**src/rtl/ieee754_pkg.sv**
```systemverilog
// Shared constants, helpers and beat type for the IEEE-754 datapath blocks.
package ieee754_pkg;
    localparam int SGL_FRAC_W = 23;
    localparam int SGL_EXP_W  = 8;
    localparam int SGL_NORM_W = 28;

    function automatic int clog2(input int value);
        int result;
        result = 0;
        for (int i = 0; i < 31; i++) begin
            if ((1 << i) < value) result = i + 1;
        end
        return result;
    endfunction

    localparam int SGL_SHIFT_W = clog2(SGL_NORM_W);

    typedef struct packed {
        logic [SGL_NORM_W-1:0]  value;
        logic [SGL_SHIFT_W-1:0] shift;
        logic [SGL_EXP_W:0]     tag;
    } norm_beat_t;
endpackage

```
**src/rtl/ieee754_normalize_pipe_if.sv**
```systemverilog
// Valid/ready bus of the leading-one normaliser: significand in, normalised fraction out.
interface ieee754_normalize_pipe_if
    import ieee754_pkg::*;
#(
    parameter int WIDTH  = SGL_NORM_W,
    parameter int FRAC_W = SGL_FRAC_W,
    parameter int TAG_W  = SGL_EXP_W + 1
);
    localparam int SHIFT_W = clog2(WIDTH);

    logic               in_valid;
    logic               in_ready;
    logic [WIDTH-1:0]   in_src;
    logic [TAG_W-1:0]   in_tag;
    logic               out_valid;
    logic               out_ready;
    logic [FRAC_W-1:0]  out_result;
    logic [SHIFT_W-1:0] out_shift;
    logic               out_zero;
    logic               out_sticky;
    logic [TAG_W-1:0]   out_tag;

    modport master (
        output in_valid, in_src, in_tag, out_ready,
        input  in_ready, out_valid, out_result, out_shift, out_zero, out_sticky, out_tag
    );

    modport slave (
        input  in_valid, in_src, in_tag, out_ready,
        output in_ready, out_valid, out_result, out_shift, out_zero, out_sticky, out_tag
    );
endinterface

```
**src/rtl/ieee754_norm_layer.sv**
```systemverilog
// One combinational normalise layer: shift left by AMOUNT when the top bits are all zero.
module ieee754_norm_layer
    import ieee754_pkg::*;
#(
    parameter int WIDTH  = SGL_NORM_W,
    parameter int AMOUNT = 16
) (
    input  logic [WIDTH-1:0] value_i,
    output logic [WIDTH-1:0] value_o,
    output logic             hit_o
);
    // Never test more bits than the value actually has.
    localparam int TEST_W = (AMOUNT < WIDTH) ? AMOUNT : WIDTH;

    assign hit_o   = (value_i[WIDTH-1 -: TEST_W] == '0);
    assign value_o = hit_o ? (value_i << AMOUNT) : value_i;
endmodule

```
**src/rtl/ieee754_normalize_pipe.sv**
```systemverilog
// Pipelined leading-one normaliser with an optional register after each shift layer.
module ieee754_normalize_pipe
    import ieee754_pkg::*;
#(
    parameter int          WIDTH    = SGL_NORM_W,
    parameter int          FRAC_W   = SGL_FRAC_W,
    parameter int          TAG_W    = SGL_EXP_W + 1,
    parameter int unsigned REG_MASK = 32'b00100
) (
    input  logic clk,
    input  logic rst_n,
    ieee754_normalize_pipe_if.slave bus
);
    localparam int LAYERS = clog2(WIDTH);

    logic              last_vld;
    logic [WIDTH-1:0]  last_val;
    logic [LAYERS-1:0] last_sh;
    logic [TAG_W-1:0]  last_tag;
    logic              out_load;

    genvar gi;
    generate
        for (gi = 0; gi < LAYERS; gi = gi + 1) begin : g_layer
            logic              vld_i, vld_o, rdy_i, rdy_o, hit;
            logic [WIDTH-1:0]  val_i, val_o, shifted;
            logic [LAYERS-1:0] sh_i, sh_o, sh_lyr;
            logic [TAG_W-1:0]  tag_i, tag_o;

            if (gi == 0) begin : g_src
                assign vld_i = bus.in_valid;
                assign val_i = bus.in_src;
                assign sh_i  = '0;
                assign tag_i = bus.in_tag;
            end else begin : g_chain
                assign vld_i = g_layer[gi-1].vld_o;
                assign val_i = g_layer[gi-1].val_o;
                assign sh_i  = g_layer[gi-1].sh_o;
                assign tag_i = g_layer[gi-1].tag_o;
            end

            // Ready ripples back combinationally so a full pipe still moves every cycle.
            if (gi == LAYERS - 1) begin : g_sink
                assign rdy_i = out_load;
            end else begin : g_back
                assign rdy_i = g_layer[gi+1].rdy_o;
            end

            ieee754_norm_layer #(
                .WIDTH  (WIDTH),
                .AMOUNT (1 << (LAYERS - 1 - gi))
            ) u_layer (
                .value_i (val_i),
                .value_o (shifted),
                .hit_o   (hit)
            );

            always_comb begin
                sh_lyr                  = sh_i;
                sh_lyr[LAYERS - 1 - gi] = hit;
            end

            if (REG_MASK[gi]) begin : g_reg
                logic              valid_q, valid_d;
                logic [WIDTH-1:0]  val_q, val_d;
                logic [LAYERS-1:0] sh_q, sh_d;
                logic [TAG_W-1:0]  tag_q, tag_d;

                assign rdy_o = !valid_q || rdy_i;

                always_comb begin
                    valid_d = valid_q;
                    val_d   = val_q;
                    sh_d    = sh_q;
                    tag_d   = tag_q;
                    if (rdy_o) begin
                        valid_d = vld_i;
                        if (vld_i) begin
                            val_d = shifted;
                            sh_d  = sh_lyr;
                            tag_d = tag_i;
                        end
                    end
                end

                always_ff @(posedge clk or negedge rst_n) begin
                    if (!rst_n) begin
                        valid_q <= 1'b0;
                        val_q   <= '0;
                        sh_q    <= '0;
                        tag_q   <= '0;
                    end else begin
                        valid_q <= valid_d;
                        val_q   <= val_d;
                        sh_q    <= sh_d;
                        tag_q   <= tag_d;
                    end
                end

                assign vld_o = valid_q;
                assign val_o = val_q;
                assign sh_o  = sh_q;
                assign tag_o = tag_q;
            end else begin : g_pass
                assign rdy_o = rdy_i;
                assign vld_o = vld_i;
                assign val_o = shifted;
                assign sh_o  = sh_lyr;
                assign tag_o = tag_i;
            end
        end
    endgenerate

    assign last_vld     = g_layer[LAYERS-1].vld_o;
    assign last_val     = g_layer[LAYERS-1].val_o;
    assign last_sh      = g_layer[LAYERS-1].sh_o;
    assign last_tag     = g_layer[LAYERS-1].tag_o;
    assign bus.in_ready = g_layer[0].rdy_o;

    logic              out_valid_q, out_valid_d;
    logic [FRAC_W-1:0] result_q, result_d;
    logic [LAYERS-1:0] shift_q, shift_d;
    logic              zero_q, zero_d;
    logic              sticky_q, sticky_d;
    logic [TAG_W-1:0]  tag_q, tag_d;
    logic              norm_zero;
    logic              norm_sticky;

    // A normalised value has its MSB set unless the input was zero.
    assign norm_zero = !last_val[WIDTH-1];

    if (FRAC_W < WIDTH - 1) begin : g_sticky
        assign norm_sticky = |last_val[WIDTH-2-FRAC_W:0];
    end else begin : g_no_sticky
        assign norm_sticky = 1'b0;
    end

    assign out_load = !out_valid_q || bus.out_ready;

    always_comb begin
        out_valid_d = out_valid_q;
        result_d    = result_q;
        shift_d     = shift_q;
        zero_d      = zero_q;
        sticky_d    = sticky_q;
        tag_d       = tag_q;
        if (out_load) begin
            out_valid_d = last_vld;
            result_d    = '0;
            shift_d     = '0;
            zero_d      = 1'b0;
            sticky_d    = 1'b0;
            tag_d       = '0;
            if (last_vld) begin
                zero_d = norm_zero;
                tag_d  = last_tag;
                if (!norm_zero) begin
                    result_d = last_val[WIDTH-2 -: FRAC_W];
                    shift_d  = last_sh;
                    sticky_d = norm_sticky;
                end
            end
        end
    end

    always_ff @(posedge clk or negedge rst_n) begin
        if (!rst_n) begin
            out_valid_q <= 1'b0;
            result_q    <= '0;
            shift_q     <= '0;
            zero_q      <= 1'b0;
            sticky_q    <= 1'b0;
            tag_q       <= '0;
        end else begin
            out_valid_q <= out_valid_d;
            result_q    <= result_d;
            shift_q     <= shift_d;
            zero_q      <= zero_d;
            sticky_q    <= sticky_d;
            tag_q       <= tag_d;
        end
    end

    assign bus.out_valid  = out_valid_q;
    assign bus.out_result = result_q;
    assign bus.out_shift  = shift_q;
    assign bus.out_zero   = zero_q;
    assign bus.out_sticky = sticky_q;
    assign bus.out_tag    = tag_q;
endmodule

```
**src/flat_wrapper.sv**
```systemverilog
// flat-port wrapper written by rule: the top's interface ports become plain ports
module ieee754_normalize_pipe_flat import ieee754_pkg::*;
#(
    parameter int          WIDTH    = SGL_NORM_W,
    parameter int          FRAC_W   = SGL_FRAC_W,
    parameter int          TAG_W    = SGL_EXP_W + 1,
    parameter int unsigned REG_MASK = 32'b00100
)
  (clk, rst_n, bus_in_valid, bus_in_src, bus_in_tag, bus_out_ready, bus_in_ready, bus_out_valid, bus_out_result, bus_out_shift, bus_out_zero, bus_out_sticky, bus_out_tag);
  ieee754_normalize_pipe_if #(.WIDTH(WIDTH), .FRAC_W(FRAC_W), .TAG_W(TAG_W)) bus_i ();
  input  logic clk;
  input  logic rst_n;
  input wire logic [$bits(bus_i.in_valid)-1:0] bus_in_valid;
  input wire logic [$bits(bus_i.in_src)-1:0] bus_in_src;
  input wire logic [$bits(bus_i.in_tag)-1:0] bus_in_tag;
  input wire logic [$bits(bus_i.out_ready)-1:0] bus_out_ready;
  output wire logic [$bits(bus_i.in_ready)-1:0] bus_in_ready;
  output wire logic [$bits(bus_i.out_valid)-1:0] bus_out_valid;
  output wire logic [$bits(bus_i.out_result)-1:0] bus_out_result;
  output wire logic [$bits(bus_i.out_shift)-1:0] bus_out_shift;
  output wire logic [$bits(bus_i.out_zero)-1:0] bus_out_zero;
  output wire logic [$bits(bus_i.out_sticky)-1:0] bus_out_sticky;
  output wire logic [$bits(bus_i.out_tag)-1:0] bus_out_tag;
  assign bus_i.in_valid = bus_in_valid;
  assign bus_i.in_src = bus_in_src;
  assign bus_i.in_tag = bus_in_tag;
  assign bus_i.out_ready = bus_out_ready;
  assign bus_in_ready = bus_i.in_ready;
  assign bus_out_valid = bus_i.out_valid;
  assign bus_out_result = bus_i.out_result;
  assign bus_out_shift = bus_i.out_shift;
  assign bus_out_zero = bus_i.out_zero;
  assign bus_out_sticky = bus_i.out_sticky;
  assign bus_out_tag = bus_i.out_tag;
  ieee754_normalize_pipe #(.WIDTH(WIDTH), .FRAC_W(FRAC_W), .TAG_W(TAG_W), .REG_MASK(REG_MASK)) u_core (.clk(clk), .rst_n(rst_n), .bus(bus_i));
endmodule
```
**config.mk**
```make
export PLATFORM = sky130hd
export DESIGN_NAME = ieee754_normalize_pipe_flat
export DESIGN_NICKNAME = d
export VERILOG_FILES = /design/src/rtl/ieee754_pkg.sv /design/src/rtl/ieee754_normalize_pipe_if.sv /design/src/rtl/ieee754_norm_layer.sv /design/src/rtl/ieee754_normalize_pipe.sv /design/src/flat_wrapper.sv
export SDC_FILE = /design/constraint.sdc
export NUM_CORES = 1
export LEC_CHECK = 0
export CAP_MARGIN = 20
export CORE_MARGIN = 8
export CORE_UTILIZATION = 45
export CTS_CLUSTER_DIAMETER = 30
export DETAILED_ROUTE_END_ITERATION = 12
export DONT_BUFFER_PORTS = 1
export HOLD_SLACK_MARGIN = 0.03
export PLACE_DENSITY = 0.66
export SYNTH_ARGS = -nofsm -noshare
export SYNTH_HDL_FRONTEND = slang
export SYNTH_SLANG_ARGS = --single-unit
export TNS_END_PERCENT = 30
```
**constraint.sdc**
```tcl
create_clock -name clk -period 1.53 [get_ports clk]
set_input_delay 0.3825 -clock clk [delete_from_list [all_inputs] [get_ports clk]]
set_output_delay 0.3825 -clock clk [all_outputs]
set_load 0.01 [all_outputs]
```
---- Word-level counts from Yosys, hierarchy flattened ----
Index checks and enable logic that the tools add are counted.
word-level totals
  bits of input ports ..................... 41
  flip-flop bits (word level) ............. 81
cells by class
  reduce and logical (&&, ||, !) cells .... 11
  bitwise logic cells ..................... 1
  multiplexer cells ....................... 13
operator list
  cell                 count
  2-to-1 mux 28 bit    5
  2-to-1 mux 23 bit    2
  logical NOT 16 bit   1
  2-to-1 mux 5 bit     2
  2-to-1 mux 9 bit     1
  logical NOT 8 bit    1
  logical NOT 4 bit    1
  OR reduction 4 bit   1
  logical NOT 1 bit    3
  2-to-1 mux 1 bit     3
  logical NOT 2 bit    1
  logical OR 1 bit     2
  AND reduction 2 bit  1
  NOT 1 bit            1

---- Depth between registers and ports, before layout ----
Gate-level depths: netlist of the first run.
  depth in word-level cells ............... 6
  mapped depth ............................ 8
  gate-level depth less buffers ........... 5

---- Cells and area by module ----
From an unflattened synthesis of the first run, not the netlist that was laid out.
unflattened totals
  cell total of the unflattened synthesis .. 580
  area total of the unflattened synthesis .. 5923.2 sq um
modules (own cells, without submodules)
  module                                          times used  cells an instance  area an instance (sq um)  sequential area each (sq um)
  ieee754_normalize_pipe                          1           408                4307.9                    2026.9
  ieee754_norm_layer (u_core.g_layer[4].u_layer)  1           32                 365.4                     0.0
  ieee754_norm_layer (u_core.g_layer[2].u_layer)  1           37                 351.6                     0.0
  ieee754_norm_layer (u_core.g_layer[3].u_layer)  1           33                 344.1                     0.0
  ieee754_norm_layer (u_core.g_layer[1].u_layer)  1           34                 306.5                     0.0
  ieee754_norm_layer (u_core.g_layer[0].u_layer)  1           36                 247.7                     0.0

---- Worst setup path before layout of the first run ----
OpenSTA, ideal clock, no wires.
  path kind ............................... input-to-reg
  start point ............................. in bus_in_src[25]
  end point ............................... reg u_core.g_layer[2].g_reg.val_q[14]
  path slack .............................. -0.378 ns
  library setup time ...................... 0.128 ns
  required time ........................... 1.402 ns
  cell stages on the path ................. 7
  arrival ................................. 1.780 ns
  cells stage by stage .................... or4_4 -> buf_6 -> nor2_8 -> nand2_2 -> buf_6 -> a221oi_1 -> o21ai_1
between the ends
  word-level cells in the longest chain between the ends .. 6
ends and longest elaborated chain
  item                  line                          RTL
  start, declared       flat_wrapper.sv:14            input wire logic [$bits(bus_i.in_src)-1:0] bus_in_src;
  logical NOT 16 bit    ieee754_norm_layer.sv:15      assign hit_o = (value_i[WIDTH-1 -: TEST_W] == '0);
  2-to-1 mux 28 bit *   ieee754_norm_layer.sv:16      assign value_o = hit_o ? (value_i << AMOUNT) : value_i;
  logical NOT 8 bit     ieee754_norm_layer.sv:15
  2-to-1 mux 28 bit *   ieee754_norm_layer.sv:16
  logical NOT 4 bit     ieee754_norm_layer.sv:15
  2-to-1 mux 28 bit *   ieee754_norm_layer.sv:16
  end signal, assigned  ieee754_normalize_pipe.sv:94  val_q <= val_d;
  end, declared         ieee754_normalize_pipe.sv:65  logic [WIDTH-1:0] val_q, val_d;
Every way passes the cells marked *; elsewhere a longest branch is shown, timed or not.
A chain may end at the register's enable or synchronous reset.

---- Worst setup path after layout of the first run ----
  start point ............................. in bus_in_src[11]
  end point ............................... reg u_core.g_layer[2].g_reg.val_q[24]
between the ends
  word-level cells in the longest chain between the ends .. 5
ends and longest elaborated chain
  item                 line
  2-to-1 mux 28 bit *  ieee754_norm_layer.sv:16
  logical NOT 8 bit    ieee754_norm_layer.sv:15
  2-to-1 mux 28 bit *  ieee754_norm_layer.sv:16
  logical NOT 4 bit    ieee754_norm_layer.sv:15
  2-to-1 mux 28 bit *  ieee754_norm_layer.sv:16
Marked as above.

==> results_dict.tcl, run 1 <==
set metrics [dict create \
    syn_nets 454 \
    crit_slowest_cell "or4_4" \
    fp-row-count 34 \
    ir_drop_mv 0.409 \
    cts_num_sinks 81 \
    slew_violations 0 \
    start_util_pct 46.4 \
    fin_crit_sh_pct 104 \
    worstPathMaxFanout 4 \
    dieArea_um2 12300 \
    io_buffer_count 0 \
    final_cells 546 \
    yosysTopAreaCellShare_pct 50.1 \
    rr_endpoint "u_core.g_layer[2].g_reg.val_q[24]" \
    die_h_um 111 \
    grt_use_total_pct 18.6 \
    muxShareOfSynthArea_pct 5.69 \
    dpl.cell_count 527 \
    syn2layout_area_growth_pct 18.9 \
    synth.area.top_cells "dfrtp_1, nand2_1, o221ai_1" \
    path_cells "or4_4 > a211oi_4 > o21ai_2 > buf_4 > a21oi_1 > o32a_1" \
    synth-xor-area-share_pct 0 \
    r2r-start "u_core.bus.out_valid" \
    synth_top_cell_by_area "dfrtp_1" \
    dpl_worst_slack_ps -402 \
    p_leak_nw 2.07 \
    grt_max_degree 82 \
    grt_pass1_wl_um 18800 \
    fin_nets 474 \
    drtPass1Iterations 4 \
    fmax_mhz 630 \
    via_per_inst 6.08 \
    powerDensity_nw_per_um2 1110 \
    ys_ff_latch 81 \
    seq_area_frac_synth_pct 50.1 \
    setup_slack_ps -58.1 \
    synth_cell_types 45 \
    cp.required_ps 1810 \
    die_w_um 111 \
    drt_iter0_drc 250 \
    post_drt_wl_per_cell_um 20.9 \
    synth_area_um2 4050 \
    syn_area_per_cell_um2 9.80 \
    reg2regPathDepth 5 \
    violations "negative hold slack, negative setup slack" \
    hold_ws_ps -279 \
    drcViolationCount 0 \
    cts_tree "done" \
    synth_compound_area_share_pct 20.2 \
    drv_cap 0 \
    stdcell_area_um2 4810 \
    antenna_found_initial 0 \
    synth_ff_type "dfrtp_1" \
    cp-end-kind "flip-flop" \
    overflow 0 \
    cts_made_buffers 9 \
    cp_top_family "compound AO/OA/AOI/OAI gates" \
    rsz0062_at_grt "yes" \
    ios 82 \
    timing.critical_path.buf_inv 1 \
    period_minus_slack_ps 1590 \
    ys_warn_count 0 \
    htree_levels 3 \
    critPathLaunch "bus_in_src[11]" \
    relSlewSlack_pct 64.7 \
    rrSetupSlack_ps 10 \
    hold_viol_final 81 \
    synthAdderAreaFrac_pct 0 \
    path_clk_slew_ps 90 \
    finClkSkew_ps 13.2 \
    routed_wl_um 11400 \
    slowest_delay_ps 570 \
    clockBufferDepth 2 \
    placed_cell_area_um2 4440 \
    core_area_um2 8720 \
    grt_pass1_vias 3361 \
    hold_path.class "input pin to async pin" \
    synthMostInstantiatedCell "nand2_1" \
    drive_gt1_share_pct 24.4 \
    netlist_instances 413 \
    status "complete, but fails checks" \
    crit_path_start_kind "input pin" \
    setup_viol 15 \
    async_flop_share_pct 100 \
    ant_nets 0 \
    worstPathArrival_ps 1870 \
    dp_hpwl_um 8400 \
    diodes 0 \
    worstSkewPairLatency_ps 350 \
    synth_top_family_by_area "simple AND/OR/NAND/NOR gates" \
    utilization_pct 55.2 \
    via_count 3321 \
    endpoint "u_core.g_layer[2].g_reg.val_q[24]" \
    place_congestion 0.908 \
    cts_root_buf "clkbuf_8" \
    worstMarginPinSlew_ps 526 \
    synth-edff-count 0 \
    p_total_mw 5.36 \
    critPathKind "input pin to flip-flop" \
    synth_common_cells "nand2_1, dfrtp_1, o221ai_1" \
    crit_cells 6 \
    tns_ps -467 \
    synth-simple-area-share_pct 20.6 \
]
==> flip-flops by register name, indices dropped and copies added, names as in the netlist <==
register	cells
u_core.bus.out_result	23
u_core.bus.out_shift	5
u_core.bus.out_sticky	1
u_core.bus.out_tag	9
u_core.bus.out_valid	1
u_core.bus.out_zero	1
u_core.g_layer.g_reg.sh_q	3
u_core.g_layer.g_reg.tag_q	9
u_core.g_layer.g_reg.val_q	28
u_core.g_layer.g_reg.valid_q	1
==> where the power goes <==
part | switching [mW] | internal (mW) | leakage (nW) | total [mW]
Sequential | 0.387 | 2.47 | 1.01 | 2.85
Combinational | 0.482 | 0.448 | 0.960 | 0.930
Clock | 0.808 | 0.770 | 0.0977 | 1.58
Total | 1.68 | 3.68 | 2.07 | 5.36
==> layout by cell type, fill, tap and decap left out, types with 6 or more instances in the layout <==
cell type / n
nand2_1: 100
dfrtp_1: 79
o221ai_1: 29
buf_4: 25
nor2_1: 22
nand3_1: 20
mux2i_2: 12
mux2i_1: 11
a22o_1: 9
o21ai_0: 9
a21oi_1: 9
clkbuf_8: 9
a221oi_2: 8
buf_6: 8
or4_4: 6
==> cells by family (layout without fill, tap and decap cells) <==
| kind of cell | Yosys count | in the layout |
|---|---|---|
| AOI/OAI and AO/OA | 103 | 103 |
| buffers and inverters | 30 | 55 |
| DFF | 81 | 81 |
| muxes | 23 | 23 |
| and+or+nand+nor | 176 | 176 |
==> final cells by class <==
| class | count | area [um2] |
|---|---|---|
| flip-flops and latches | 81 | 2030 |
| well taps | 108 | 135 |
| multi-input cells | 302 | 2090 |
| fillers | 774 | 3910 |
| clock buffers | 9 | 124 |
| clock inverters | 7 | 78.8 |
| inverters | 2 | 7.51 |
| repair buffers | 37 | 343 |
==> routing by layer <==
metal	global-route usage, %	vias to the layer above	wire, um
met5	0	-	0
met1	25.0	1643	5110
met3	5.79	8	1010
li1	-	1565	-
met4	6.04	0	114
met2	27.5	105	5170
==> worst min path at each step <==
stage | slack (ps) | depth (start not counted) | startpoint | to
floorplan | 90 | 0 | rst_n | u_core.bus.out_result[0]
global placement | 90 | 0 | rst_n | u_core.g_layer[2].g_reg.val_q[9]
detailed placement | 90 | 0 | rst_n | u_core.g_layer[2].g_reg.val_q[9]
CTS | -290 | 0 | rst_n | u_core.g_layer[2].g_reg.val_q[9]
global route | -310 | 0 | rst_n | u_core.g_layer[2].g_reg.val_q[9]
finish | -280 | 0 | rst_n | u_core.g_layer[2].g_reg.val_q[9]
==> timing repair <==
item / 4_1_cts / 5_1_grt
setup buffers: 1 / 1
pin swaps: 3 / 6
resized for setup: 9 / 28
hold endpoints to repair: 81 / 81
cloned: 0 / 1
endpoints found under the setup margin: 61 / 60
Power figures use the tool's default switching activity.
==> run 2, diff against run 1 <==
--- a/config.mk
+++ b/config.mk
@@ -12,7 +12,7 @@
 export DETAILED_ROUTE_END_ITERATION = 12
 export DONT_BUFFER_PORTS = 1
 export HOLD_SLACK_MARGIN = 0.03
-export PLACE_DENSITY = 0.66
+export PLACE_DENSITY = 0.65
 export SYNTH_ARGS = -nofsm -noshare
 export SYNTH_HDL_FRONTEND = slang
 export SYNTH_SLANG_ARGS = --single-unit
==> run 2 against run 1 <==
The flow still finishes with violations (negative hold slack, negative setup slack); setup slack better by 23 ps; flip-flop and latch count did not move; non-clock buffer count up 1; largest cell class unchanged; sequential share of layout area up 0.67 points; via count rose by 2.9%; hold slack worse by 4.4 ps; core utilization shrank 0.93 points.
==> results_dict.tcl, run 2 (synthesized netlist as in run 1, its figures left out) <==
set metrics [dict create \
    status "complete, but fails checks" \
    violations "negative hold slack, negative setup slack" \
    worstSkewPairLatency_ps 360 \
    register_area_um2 2030 \
    drv_cap 0 \
    cp-end-kind "flip-flop" \
    utilization_pct 54.2 \
    rrSetupSlack_ps 20 \
    hold_path.class "input pin to async pin" \
    top_register "u_core.g_layer.g_reg.val_q" \
    busiest_layer "met2" \
    met2_usage_pct 26.0 \
    path_clk_slew_ps 90 \
    dpl.cell_count 528 \
    core_area_um2 8720 \
    io_buffer_count 0 \
    syn2layout_area_growth_pct 16.8 \
    fmax_mhz 639 \
    finClkSkew_ps 9.82 \
    hold_ws_ps -284 \
    fin_crit_sh_pct 102 \
    worstMarginPinSlew_ps 593 \
    p_leak_nw 2.05 \
    critPathKind "input pin to flip-flop" \
    slew_violations 0 \
    p_int_mw 3.55 \
    rr_endpoint "u_core.g_layer[2].g_reg.val_q[24]" \
    grt_pass1_vias 3306 \
    combPwrFrac_pct 17.1 \
    final_cells 547 \
    powerDensity_nw_per_um2 1100 \
    gr-usage-met1_pct 24.1 \
    power_switching_mw 1.64 \
    cts_made_buffers 9 \
    setup_viol 7 \
    cts_tree "done" \
    crit_path_start_kind "input pin" \
    die_w_um 111 \
    worstPathMaxFanout 10 \
    p_sw_share_pct 31.5 \
    p_clk_share_pct 28.2 \
    use_met3_pct 6.82 \
    final_cell_mix "nand2_1, dfrtp_1, o221ai_1" \
    setup_slack_ps -34.9 \
    p_total_mw 5.19 \
    grt_max_degree 82 \
    power.share.sequential_pct 54.7 \
    start_util_pct 46.4 \
    dieArea_um2 12300 \
    diodes 0 \
    die_h_um 111 \
    grt_use_total_pct 18.1 \
    tns_ps -92.4 \
    ir_drop_mv 0.446 \
    cts_root_buf "clkbuf_8" \
    fp-row-count 34 \
    fill_cells 757 \
    reg2regPathDepth 5 \
    place_congestion 0.887 \
    drtPass1Iterations 5 \
    r2r-start "u_core.bus.out_valid" \
    relSlewSlack_pct 60.3 \
    clockBufferDepth 2 \
    layout_commonest_cell "nand2_1" \
    ant_nets 0 \
    routed_wl_um 11700 \
    worstPathArrival_ps 1830 \
    cts_num_sinks 81 \
    via_per_inst 6.24 \
    drt_iter0_drc 289 \
    hold_viol_final 81 \
    rsz0062_at_grt "yes" \
    cp.required_ps 1790 \
    dpl_worst_slack_ps -395 \
    fin_nets 475 \
    largest_reg_flops 28 \
    htree_levels 3 \
    antenna_found_initial 0 \
    multi_input_area_um2 2040 \
    period_minus_slack_ps 1560 \
    post_drt_wl_per_cell_um 21.3 \
    grt_pass1_wl_um 18300 \
    overflow 0 \
    ios 82 \
    drcViolationCount 0 \
    dp_hpwl_um 8410 \
    drive_gt1_share_pct 21.6 \
    via_count 3416 \
]
-- run 2: cell types whose count changed in the layout (fill, tap and decap cells not counted), sizes merged --
cell and delta:
buf +1, bufinv -1, clkinvlp -1, inv -1
clkbuf +3
-- run 2: what timing repair did --
item | in CTS | in global routing
setup endpoints to repair | 55 | 39
gates resized for setup | 11 | 13
setup buffers | 2 | 1
endpoints found under the hold margin | 81 | 81
pin swaps | 4 | 2
-- run 2: final cells by class --
class	instances	area share (%)
inverters	2	0.159
multi-input cells	302	43.2
flip-flops and latches	81	42.8
clock inverters	4	0.555
well taps	108	2.86
repair buffers	38	7.11
clock buffers	12	3.28
-- run 2: per-layer routing --
layer	up-vias	share of wire, %
li1	1571	-
met1	1663	44
met2	160	43
met3	22	11
met4	0	1.8
met5	-	0
-- run 2: worst max path at each step --
stage,start,endpoint,slack [ps],cells past startpoint
detailed placement,bus_in_src[22],u_core.g_layer[2].g_reg.val_q[19],-390,5
finish,bus_in_src[22],u_core.g_layer[2].g_reg.val_q[17],-30,5
CTS,u_core.bus.out_valid,bus_in_ready,-20,3
global placement,bus_in_src[22],u_core.g_layer[2].g_reg.val_q[16],-370,5
global route,bus_in_src[11],u_core.g_layer[2].g_reg.val_q[22],-80,6
floorplan,bus_in_src[11],u_core.g_layer[2].g_reg.val_q[9],-310,6
-- run 2: metrics by stage --
| stage | area [um2] | hold slack, ps |
|---|---|---|
| after global routing | 4730 | -306 |
| after global placement | 4430 | 89.8 |
| after detailed placement | 4430 | 89.5 |
| after CTS | 4660 | -290 |
| final | 4730 | -284 |
| after floorplan | 4150 | 86.9 |
-- run 2: worst max-delay path, cell delays in order --
cell	delay (ps)
or4_4	580
nor2_8	210
a31oi_1	250
a2bb2oi_4	220
o221ai_1	190
-- run 2: power groups by stage --
stage,Sequential (mW),Combinational (mW),Clock (mW)
3_5_place_dp,2.89,0.846,0
2_1_floorplan,2.76,0.645,0
5_1_grt,2.89,0.993,1.57
3_3_place_gp,2.88,0.832,0
4_1_cts,2.85,0.868,1.47
6_report,2.84,0.887,1.46
==> run 3, diff against run 2 <==
--- a/config.mk
+++ b/config.mk
@@ -9,6 +9,7 @@
 export CORE_MARGIN = 8
 export CORE_UTILIZATION = 45
 export CTS_CLUSTER_DIAMETER = 30
+export CTS_CLUSTER_SIZE = 10
 export DETAILED_ROUTE_END_ITERATION = 12
 export DONT_BUFFER_PORTS = 1
 export HOLD_SLACK_MARGIN = 0.03
@@ -16,4 +17,3 @@
 export SYNTH_ARGS = -nofsm -noshare
 export SYNTH_HDL_FRONTEND = slang
 export SYNTH_SLANG_ARGS = --single-unit
-export TNS_END_PERCENT = 30
==> run 3 against run 2 <==
Critical path depth grew 1; flip-flop and latch count stayed put; sequential power barely moved; the run still ends with negative hold slack, negative setup slack left; critical endpoint is now u_core.g_layer[2].g_reg.val_q[24]; final cell count grew 0.37%; core utilization increased by 3.4 points; hold slack worse by 2.1 ps; first-iteration DRC count is 9.0% lower.
==> results_dict.tcl, run 3 (synthesized netlist as in run 1, its figures left out) <==
set metrics [dict create \
    dr_wl_met2_um 5320 \
    via_per_inst 6.25 \
    drtPass1Iterations 4 \
    crit_slowest_cell "or4_4" \
    diodes 0 \
    setup_slack_ps -69.1 \
    critPathKind "input pin to flip-flop" \
    cts_num_sinks 81 \
    stdcell_area_um2 5030 \
    grt_use_total_pct 18.2 \
    io_buffer_count 0 \
    htree_levels 3 \
    fmax_mhz 625 \
    power_switching_mw 1.67 \
    p_total_mw 5.56 \
    p_clk_share_pct 31.0 \
    drive_gt1_share_pct 27.4 \
    period_minus_slack_ps 1600 \
    cts_root_buf "clkbuf_8" \
    fin_nets 478 \
    drcViolationCount 0 \
    dpl.cell_count 527 \
    rr_endpoint "u_core.g_layer[2].g_reg.val_q[25]" \
    p_leak_nw 2.14 \
    syn2layout_area_growth_pct 24.2 \
    top_layer "met4" \
    hold_viol_final 81 \
    routed_wl_um 11800 \
    dp_hpwl_um 8360 \
    drt_iter0_drc 263 \
    worstMarginPinSlew_ps 459 \
    fp-row-count 34 \
    dieArea_um2 12300 \
    ant_nets 0 \
    powerDensity_nw_per_um2 1110 \
    rrSetupSlack_ps -10 \
    cp-end-kind "flip-flop" \
    grt_pass1_wl_um 18100 \
    finClkSkew_ps 10.5 \
    violations "negative hold slack, negative setup slack" \
    worstPathMaxFanout 6 \
    p_int_mw 3.89 \
    die_w_um 111 \
    cts_tree "done" \
    largest_reg_flops 28 \
    path_clk_slew_ps 80 \
    status "complete, but fails checks" \
    placed_cell_area_um2 4460 \
    worstSkewPairLatency_ps 360 \
    relSlewSlack_pct 69.3 \
    core_area_um2 8720 \
    die_h_um 111 \
    wl_met1_um 5180 \
    ios 82 \
    worstPathArrival_ps 1900 \
    place_congestion 0.895 \
    ir_drop_mv 0.381 \
    slew_violations 0 \
    final_cells 549 \
    hold_ws_ps -286 \
    top_register "u_core.g_layer.g_reg.val_q" \
    reg2regPathDepth 6 \
    final_cell_mix "nand2_1, dfrtp_1, buf_4" \
    layout_commonest_cell "nand2_1" \
    setup_viol 17 \
    p_sw_share_pct 30.1 \
    cts_made_buffers 9 \
    hold_path.class "input pin to async pin" \
    grt_max_degree 82 \
    r2r-start "u_core.bus.out_valid" \
    slowest_delay_ps 580 \
    fin_crit_sh_pct 105 \
    drv_cap 0 \
    post_drt_wl_per_cell_um 21.6 \
    grt_pass1_vias 3259 \
    wl_met3_um 1130 \
    clockBufferDepth 2 \
    antenna_found_initial 0 \
    via_count 3430 \
    cp.required_ps 1830 \
    path_cells "or4_4 > a211oi_4 > buf_4 > o21ai_4 > a21oi_1 > o32a_1" \
    power.share.sequential_pct 51.1 \
    combPwrFrac_pct 17.8 \
    start_util_pct 46.4 \
    rsz0062_at_grt "yes" \
    overflow 0 \
    crit_path_start_kind "input pin" \
]
-- run 3: worst max-delay path, delay by kind of cell --
kind,cells,cell delay [ps]
AO/OA/AOI/OAI,4,760
AND/OR/NAND/NOR,1,580
buffers and inverters,1,180
-- run 3: final cells by class --
class | count | area [um2]
multi-input cells | 303 | 2250
flip-flops and latches | 81 | 2030
fillers | 709 | 3690
well taps | 108 | 135
clock buffers | 10 | 138
clock inverters | 5 | 78.8
inverters | 2 | 7.51
repair buffers | 40 | 393
-- run 3: worst max-delay path by stage --
stage | from | end | cells past startpoint
floorplan | bus_in_src[11] | u_core.g_layer[2].g_reg.val_q[9] | 6
global placement | bus_in_src[21] | u_core.g_layer[2].g_reg.val_q[17] | 6
detailed placement | bus_in_src[21] | u_core.g_layer[2].g_reg.val_q[17] | 6
CTS | u_core.bus.out_valid | bus_in_ready | 4
global route | u_core.bus.out_valid | bus_in_ready | 4
finish | bus_in_src[17] | u_core.g_layer[2].g_reg.val_q[24] | 6
-- run 3: layer usage --
layer,track usage (%),vias up
met1,23.9,1687
li1,-,1581
met5,0,-
met4,7.30,0
met3,6.98,17
met2,26.0,145
-- run 3: per-stage QoR --
| stage | hold slack, ps | TNS (ps) | setup WS (ps) | util [%] |
|---|---|---|---|---|
| finish | -286 | -511 | -69.1 | 57.7 |
| global route | -315 | -978 | -108 | 57.7 |
| CTS | -302 | -61.0 | -32.0 | 54.4 |
| detailed placement | 89.2 | -10820 | -542 | 51.1 |
| global placement | 89.5 | -9330 | -470 | 51.1 |
| floorplan | 86.9 | -7020 | -312 | - |
-- run 3: timing repair --
item,4_1_cts,5_1_grt
endpoints found under the setup margin,39,54
buffers inserted,2,4
pin swaps,4,12
hold endpoints to repair,81,81
gates cloned,0,1
resized for setup,13,52
-- run 3: power groups by stage --
stage               clock (mW)  sequential, mW  combinational (mW)
finish                    1.73            2.84               0.992
global route              1.86            2.89                1.09
CTS                       1.75            2.85               0.896
detailed placement           0            2.89               0.868
global placement             0            2.88               0.844
floorplan                    0            2.77               0.658
